File: src/rtl/hp_mul_rr_arbiter.sv
// Round-robin front end sharing one half-precision multiplier between NUM_REQ
// requesters; tracks in-flight owners and holds one response per requester.
module hp_mul_rr_arbiter #(
  parameter int unsigned NUM_REQ     = 4,
  parameter int unsigned MUL_LATENCY = 1
) (
  input  logic                   clk,
  input  logic                   rst,
  input  logic [NUM_REQ-1:0]     req_valid,
  output logic [NUM_REQ-1:0]     req_ready,
  input  logic [16*NUM_REQ-1:0]  req_a,
  input  logic [16*NUM_REQ-1:0]  req_b,
  output logic [NUM_REQ-1:0]     rsp_valid,
  input  logic [NUM_REQ-1:0]     rsp_ready,
  output logic [16*NUM_REQ-1:0]  rsp_product,
  output logic [2*NUM_REQ-1:0]   rsp_exc,
  output logic [15:0]            mul_in_a,
  output logic [15:0]            mul_in_b,
  output logic                   mul_in_valid,
  input  logic [15:0]            mul_product,
  input  logic [1:0]             mul_exc,
  output logic                   busy
);

  localparam int unsigned IDX_W = (NUM_REQ > 1) ? $clog2(NUM_REQ) : 1;
  localparam int unsigned POS_W = IDX_W + 1;

  logic [15:0]            a_arr [NUM_REQ];
  logic [15:0]            b_arr [NUM_REQ];
  logic [NUM_REQ-1:0]     outstanding_q, outstanding_d;
  logic [NUM_REQ-1:0]     rsp_valid_q, rsp_valid_d;
  logic [NUM_REQ-1:0]     eligible, hs;
  logic [15:0]            prod_q [NUM_REQ];
  logic [15:0]            prod_d [NUM_REQ];
  logic [1:0]             exc_q [NUM_REQ];
  logic [1:0]             exc_d [NUM_REQ];
  logic [IDX_W-1:0]       ptr_q, ptr_d, gidx;
  logic [POS_W-1:0]       pos;
  logic                   found;
  logic [15:0]            mul_a_q, mul_a_d, mul_b_q, mul_b_d;
  logic                   mul_v_q, mul_v_d;
  logic [MUL_LATENCY-1:0] tag_vld_q, tag_vld_d;
  logic [IDX_W-1:0]       tag_idx_q [MUL_LATENCY];
  logic [IDX_W-1:0]       tag_idx_d [MUL_LATENCY];

  for (genvar i = 0; i < NUM_REQ; i++) begin : g_lane
    assign a_arr[i]              = req_a[16*i +: 16];
    assign b_arr[i]              = req_b[16*i +: 16];
    assign rsp_product[16*i +: 16] = prod_q[i];
    assign rsp_exc[2*i +: 2]       = exc_q[i];
  end

  // Round-robin scan starting at ptr_q; an outstanding requester is skipped.
  always_comb begin
    eligible  = req_valid & ~outstanding_q;
    found     = 1'b0;
    gidx      = '0;
    pos       = '0;
    req_ready = '0;
    for (int unsigned k = 0; k < NUM_REQ; k++) begin
      pos = {1'b0, ptr_q} + POS_W'(k);
      if (pos >= POS_W'(NUM_REQ)) pos = pos - POS_W'(NUM_REQ);
      if (!found && eligible[pos[IDX_W-1:0]]) begin
        found = 1'b1;
        gidx  = pos[IDX_W-1:0];
      end
    end
    if (found) req_ready[gidx] = 1'b1;
  end

  // Next state: response handshakes, tag-pipeline completion, new issue.
  always_comb begin
    hs            = rsp_valid_q & rsp_ready;
    outstanding_d = outstanding_q & ~hs;
    rsp_valid_d   = rsp_valid_q & ~hs;
    prod_d        = prod_q;
    exc_d         = exc_q;
    ptr_d         = ptr_q;
    mul_a_d       = mul_a_q;
    mul_b_d       = mul_b_q;
    mul_v_d       = found;
    tag_vld_d[0]  = found;
    tag_idx_d[0]  = gidx;
    for (int unsigned s = 1; s < MUL_LATENCY; s++) begin
      tag_vld_d[s] = tag_vld_q[s-1];
      tag_idx_d[s] = tag_idx_q[s-1];
    end
    if (tag_vld_q[MUL_LATENCY-1]) begin
      rsp_valid_d[tag_idx_q[MUL_LATENCY-1]] = 1'b1;
      prod_d[tag_idx_q[MUL_LATENCY-1]]      = mul_product;
      exc_d[tag_idx_q[MUL_LATENCY-1]]       = mul_exc;
    end
    if (found) begin
      outstanding_d[gidx] = 1'b1;
      mul_a_d             = a_arr[gidx];
      mul_b_d             = b_arr[gidx];
      ptr_d               = (gidx == IDX_W'(NUM_REQ-1)) ? '0 : gidx + IDX_W'(1);
    end
  end

  always_ff @(posedge clk) begin
    if (rst) begin
      outstanding_q <= '0;
      rsp_valid_q   <= '0;
      ptr_q         <= '0;
      mul_a_q       <= '0;
      mul_b_q       <= '0;
      mul_v_q       <= 1'b0;
      tag_vld_q     <= '0;
      for (int unsigned i = 0; i < NUM_REQ; i++) begin
        prod_q[i] <= '0;
        exc_q[i]  <= '0;
      end
      for (int unsigned s = 0; s < MUL_LATENCY; s++) tag_idx_q[s] <= '0;
    end else begin
      outstanding_q <= outstanding_d;
      rsp_valid_q   <= rsp_valid_d;
      ptr_q         <= ptr_d;
      mul_a_q       <= mul_a_d;
      mul_b_q       <= mul_b_d;
      mul_v_q       <= mul_v_d;
      tag_vld_q     <= tag_vld_d;
      prod_q        <= prod_d;
      exc_q         <= exc_d;
      tag_idx_q     <= tag_idx_d;
    end
  end

  assign rsp_valid    = rsp_valid_q;
  assign mul_in_a     = mul_a_q;
  assign mul_in_b     = mul_b_q;
  assign mul_in_valid = mul_v_q;
  assign busy         = |outstanding_q;

endmodule
File: config.mk
export PLATFORM = sky130hd
export DESIGN_NAME = hp_mul_rr_arbiter
export DESIGN_NICKNAME = d
export VERILOG_FILES = /design/src/rtl/hp_mul_rr_arbiter.sv
export SDC_FILE = /design/constraint.sdc
export NUM_CORES = 1
export LEC_CHECK = 0
export CAP_MARGIN = 5
export CORE_UTILIZATION = 43
export CTS_CLUSTER_DIAMETER = 150
export DETAILED_ROUTE_END_ITERATION = 7
export GPL_ROUTABILITY_DRIVEN = 1
export MAX_ROUTING_LAYER = met4
export PLACE_DENSITY = 0.91
export SLEW_MARGIN = 20
export SYNTH_ARGS = -nofsm -noshare
export SYNTH_HDL_FRONTEND = slang
export SYNTH_SLANG_ARGS = --single-unit
File: constraint.sdc
create_clock -name clk -period 4.3 [get_ports clk]
set_input_delay 0.86 -clock clk [delete_from_list [all_inputs] [get_ports clk]]
set_output_delay 0.86 -clock clk [all_outputs]
set_load 0.03 [all_outputs]
## Word level (Yosys, flattened, before mapping)

Cells that the tools add are included.

| operators by class | value |
|---|---|
| equal/unequal tests | 1 |
| div/mod/pow operators | 0 |
| bitwise operators | 10 |
| shifts and indexed selects | 0 |
| reductions and logical operators | 10 |
| $mul | 0 |
| $lt $le $gt $ge | 15 |
| muxes and demuxes | 40 |
| add/sub/neg operators | 8 |

Operators with widths:

| operator | number |
|---|---|
| 2-to-1 mux 16 bit | 5 |
| binary-select mux 16 bit (select 2 bit) | 2 |
| bitwise mux 64 bit | 1 |
| demux 16 bit (select 2 bit) | 1 |
| 2-to-1 mux 2 bit | 10 |
| less-than comparator 2 x 3 -> 1 bit, second input constant | 6 |
| bitwise AND 4 bit | 4 |
| greater-or-equal comparator 3 bit, second input constant | 5 |
| 2-to-1 mux 4 bit | 3 |
| 2-to-1 mux 1 bit | 10 |
| binary-select mux 1 bit (select 2 bit) | 4 |
| bitwise mux 8 bit | 1 |
| NOT 4 bit | 2 |
| bitwise OR 4 bit | 2 |
| subtractor 2 x 1 -> 2 bit, second input constant | 4 |
| adder 2 x 2 -> 3 bit, second input constant | 2 |
| logical AND 1 bit | 6 |
| NOT 2 -> 3 bit | 2 |
| demux 1 bit (select 2 bit) | 2 |
| demux 2 bit (select 2 bit) | 1 |
| greater-or-equal comparator 2 x 1 -> 1 bit, second input constant | 2 |
| OR reduction 4 bit | 1 |
| adder 2 x 1 -> 3 bit, second input constant | 1 |
| greater-or-equal comparator 2 x 3 -> 1 bit, second input constant | 1 |
| 4 further kinds | 6 |

| word-level totals | value |
|---|---|
| bits in latches | 0 |
| memory bits (writable) | 0 |
| input port bits | 156 |
| output and inout bits | 114 |
| logic and storage cells | 99 |
| bits in registers | 117 |
| memories | 0 |
| bits in read-only memories | 0 |

## Longest topological paths before layout

| logic depth | value |
|---|---|
| word-level depth | 20 |
| gate-level depth with buffers | 9 |
| gate-level depth less buffers | 7 |

## Worst setup path after synthesis

No wires, ideal clock.

| path | value |
|---|---|
| path kind | input-to-output |
| from | input port req_valid[3] |
| to | output port req_ready[2] |
| required time | 3.440 ns |
| path buffers | 2 |
| path slack | 1.039 ns |
| cell stages on the path | 8 |
| arrival time | 2.401 ns |
| path through | nor2b_1 o21ai_2 a21o_1 inv_2 buf_4 buf_2 ha_1 and2_1 |

| between the ends | value |
|---|---|
| cells in the longest elaborated chain, start to end | 18 |
| elaborated cells between the ends (all ways) | 29 |

RTL lines:

| item | RTL line | source |
|---|---|---|
| from (decl) | 9 | `input logic [NUM_REQ-1:0] req_valid,` |
| bitwise AND 4 bit * | 55 | `eligible = req_valid & ~outstanding_q;` |
| binary-select mux 1 bit (select 2 bit) | 63 | `if (!found && eligible[pos[IDX_W-1:0]]) begin` |
| 2-to-1 mux 1 bit (not written as such) | 63 |  |
| 2-to-1 mux 1 bit | 63 |  |
| logical NOT 1 bit | 63 |  |
| logical AND 1 bit | 63 |  |
| 2-to-1 mux 1 bit | 63 |  |
| logical NOT 1 bit | 63 |  |
| [... 2 more ...] | -- |  |
| logical NOT 1 bit | 63 |  |
| logical AND 1 bit | 63 |  |
| 2-to-1 mux 2 bit | 63 |  |
| less-than comparator 2 x 3 -> 1 bit (not written as such) or greater-or-equal comparator 2 x 1 -> 1 bit (tied branches) | 68 | `if (found) req_ready[gidx] = 1'b1;` |
| logical AND 1 bit (not written as such) | 68 |  |
| 2-to-1 mux 1 bit (not written as such) | 68 |  |
| demux 1 bit (select 2 bit) | 68 |  |
| 2-to-1 mux 4 bit * | 68 |  |
| to (decl) | 10 | `output logic [NUM_REQ-1:0] req_ready,` |

Mark *: on every way between the ends. The rest lies on a longest branch, timed or not. The select of a mux whose other input is x is not followed.

## Worst setup path after layout

| path | value |
|---|---|
| from | input port req_valid[3] |
| to | output port req_ready[0] |

The elaborated chain is that of the path after synthesis.

==> flow_metrics.py <==
metrics = {
    "floorplan": {
        "die_w_um": 112,
        "ios": 270,
        "die_h_um": 112,
        "row_count": 39,
        "fp.coreArea_sq_um": 11700,
        "start_util_pct": 45.0,
        "die-area_sq_um": 12600,
    },
    "sta": {
        "final-hold-violation-count": 0,
        "whs_ns": 0.451,
        "fin_crit_sh_pct": 92.0,
        "layout_min_cycle_time_ns": 3.96,
        "fin_skew_ns": 0.0157,
        "maxSlewHeadroom_pct": 41.2,
        "finalSetupViolations": 0,
        "tns_ns": 0,
        "fmax_mhz": 253,
        "drv_slew": 0,
        "tightest_slew_ns": 0.880,
        "rsz0062_at_grt": "no",
    },
    "yosys": {
        "synth_area_per_cell_sq_um": 8.82,
        "async_flop_share_pct": 0,
        "synth_ff_type": "dfxtp_1",
        "synth.area.top_cells": "dfxtp_1 45%, nand2_1 11%, mux2i_1 10%",
        "ys_warn_count": 0,
        "synth_cell_types": 39,
        "synth_top_area_share_pct": 44.6,
        "synth.largest_area_cell": "dfxtp_1",
        "synthTopCellsByCount": "153 x nand2_1, 117 x dfxtp_1, 79 x a21oi_1",
        "synth.most_common_cell": "nand2_1",
        "netlist_instances": 595,
        "synth_edf_count": 0,
        "synthesis.area_sq_um": 5250,
        "ys_ff_latch": 117,
        "syn-num-nets": 753,
        "ys_seq_area_share_pct": 44.6,
    },
    "worst_setup_path": {
        "cp-start-kind": "input port",
        "reg2regPathDepth": 7,
        "cp_cell_sequence": "clkdlybuf4s50_1, nor2b_1, or3b_1, and3_4, inv_2, nand3_1, inv_1, clkdlybuf4s50_1",
        "worstSetupEndpointType": "output port",
        "rrSetupSlack_ns": 1.52,
        "worstSetupPathType": "in2out",
        "cp_data_arrival_time_ns": 3.10,
        "critPathRequiredTime_ns": 3.44,
        "r2r-start": "outstanding_q[3]",
        "crit_fanout": 13,
        "cp_common_cell": "clkdlybuf4s50_1",
        "critPathMaxStageDelay_ns": 0.66,
        "r2r-end": "mul_in_a[4]",
        "crit_slowest_cell": "clkdlybuf4s50_1",
    },
    "global_routing": {
        "grt_busiest_layer": "met2",
        "grt_usage_pct": 29.9,
        "antenna_found_initial": 0,
        "grt_util_met2_pct": 52.2,
        "grt_util_met3_pct": 8.75,
        "grt-ovfl-total": 0,
        "grt_pass1_vias": 5478,
        "grt_pass1_wl_um": 28300,
        "grt_start_max_net_pins": 80,
        "grt.met1_usage_pct": 31.0,
    },
    "placement": {
        "place_area_sq_um": 7940,
        "place_congestion": 0.851,
        "hpwl_um": 12300,
        "port_buffers": 269,
    },
    "cts": {
        "numCtsBuffers": 17,
        "path_clk_slew_ns": 0.05,
        "clockBufferDepth": 2,
        "clock_latency_ns": 0.42,
        "cts_tree": "done",
        "postCtsHoldBufs": 0,
        "post_cts.repair.setup_buffers": 0,
        "cts_sinks": 117,
        "post_cts_resized": 0,
        "root_buffer": "clkbuf_16",
        "cts_htree_levels": 4,
    },
    "cells_and_area": {
        "drive_gt1_share_pct": 8.84,
        "nets": 1005,
        "antenna_cells": 0,
        "design_area_sq_um": 8570,
        "utilization_pct": 73.5,
        "area.growth.synth_to_final_pct": 63.4,
    },
    "hold_path": {
        "hold_end": "rsp_product[15]",
        "min_from": "rsp_product[15]",
        "hold_depth": 2,
        "hold_class": "reg2reg",
    },
    "route": {
        "dr.first_iter.drc_count": 286,
        "drcViolationCount": 0,
        "ant_nets": 0,
        "wl_um": 18100,
        "wl_per_cell_um": 18.1,
        "vias": 5365,
        "via_per_inst": 5.35,
        "first_pass_iters": 5,
    },
    "outcome": {
        "status": "finished, final reports clean",
    },
    "power_and_ir_drop": {
        "power_density_nw_per_um2": 590,
        "vdd.ir_drop.worst_v": 0.000400,
        "power_leakage_nw": 3.14,
    },
    "job": {
        "cap_violations": 0,
    },
}
-- kinds of logic after synthesis --
group	count (synthesis)	synth area share [%]
flip-flops	117	44.6
AO/OA/AOI/OAI	138	19.2
adder cells (fa/ha/maj)	2	0.477
buffers and inverters	62	5.98
AND/OR/NAND/NOR	221	19.2
multiplexers	55	10.5
-- layer usage --
layer	vias up	share of wire, %
met3	41	7.8
met5	-	0
met2	215	50
met4	0	3.0
met1	2532	39
li1	2577	-
-- worst max-delay path by stage --
stage	depth (start not counted)	slack (ns)	end	from
2_1_floorplan	8	1.04	req_ready[2]	req_valid[3]
3_5_place_dp	8	0.36	req_ready[0]	req_valid[3]
3_3_place_gp	8	0.38	req_ready[0]	req_valid[3]
5_1_grt	8	0.22	req_ready[0]	req_valid[3]
6_report	8	0.34	req_ready[0]	req_valid[3]
4_1_cts	8	0.35	req_ready[0]	req_valid[3]
-- critical path, delay by kind of cell --
family | cells | cell delay (ns)
and+or+nand+nor | 4 | 0.88
buffers and inverters | 4 | 1.35
-- per-stage QoR --
stage / setup WS [ns] / total power [W] / std cells
after CTS: 0.354 / 0.00508 / 1003
after global routing: 0.216 / 0.00529 / 1003
final: 0.343 / 0.00506 / 1003
after global placement: 0.376 / 0.00352 / 971
after floorplan: 1.04 / 0.00282 / 595
after detailed placement: 0.355 / 0.00356 / 971
-- placed cells by master, fill, tap and decap left out, types with 3 or more instances in the layout --
cell,n
mux2i_1,55
buf_4,15
a22oi_1,3
inv_1,13
a21oi_1,79
a211oi_1,19
clkbuf_16,17
o221ai_1,3
bufinv_16,4
nand3_1,3
clkdlybuf4s50_1,265
o221ai_2,20
clkinvlp_4,3
a2111oi_0,7
dfxtp_1,117
nand2b_1,6
nor2_1,18
nand3b_1,23
nand2_1,153
-- area by class of cell --
class	count	area [sq um]
clock buffers	21	460
clock inverters	11	174
fillers	833	3090
inverters	15	56.3
multi-input cells	416	2600
flip-flops and latches	117	2340
well taps	143	179
repair buffers	280	2770
-- registers in the layout, indices dropped and copies added (netlist names) --
| register | cells |
|---|---|
| rsp_product | 64 |
| mul_in_a | 16 |
| mul_in_b | 16 |
| rsp_exc | 8 |
| outstanding_q | 4 |
| rsp_valid | 4 |
| ptr_q | 2 |
| tag_idx_q | 2 |
| tag_vld_q | 1 |
-- power by group --
group | switching [W] | total, W | internal (W)
registers | 0.000134 | 0.00144 | 0.00130
logic | 0.00121 | 0.00211 | 0.000899
clock network | 0.000506 | 0.00151 | 0.00100
No activity file was read; power rests on OpenSTA's default activity.
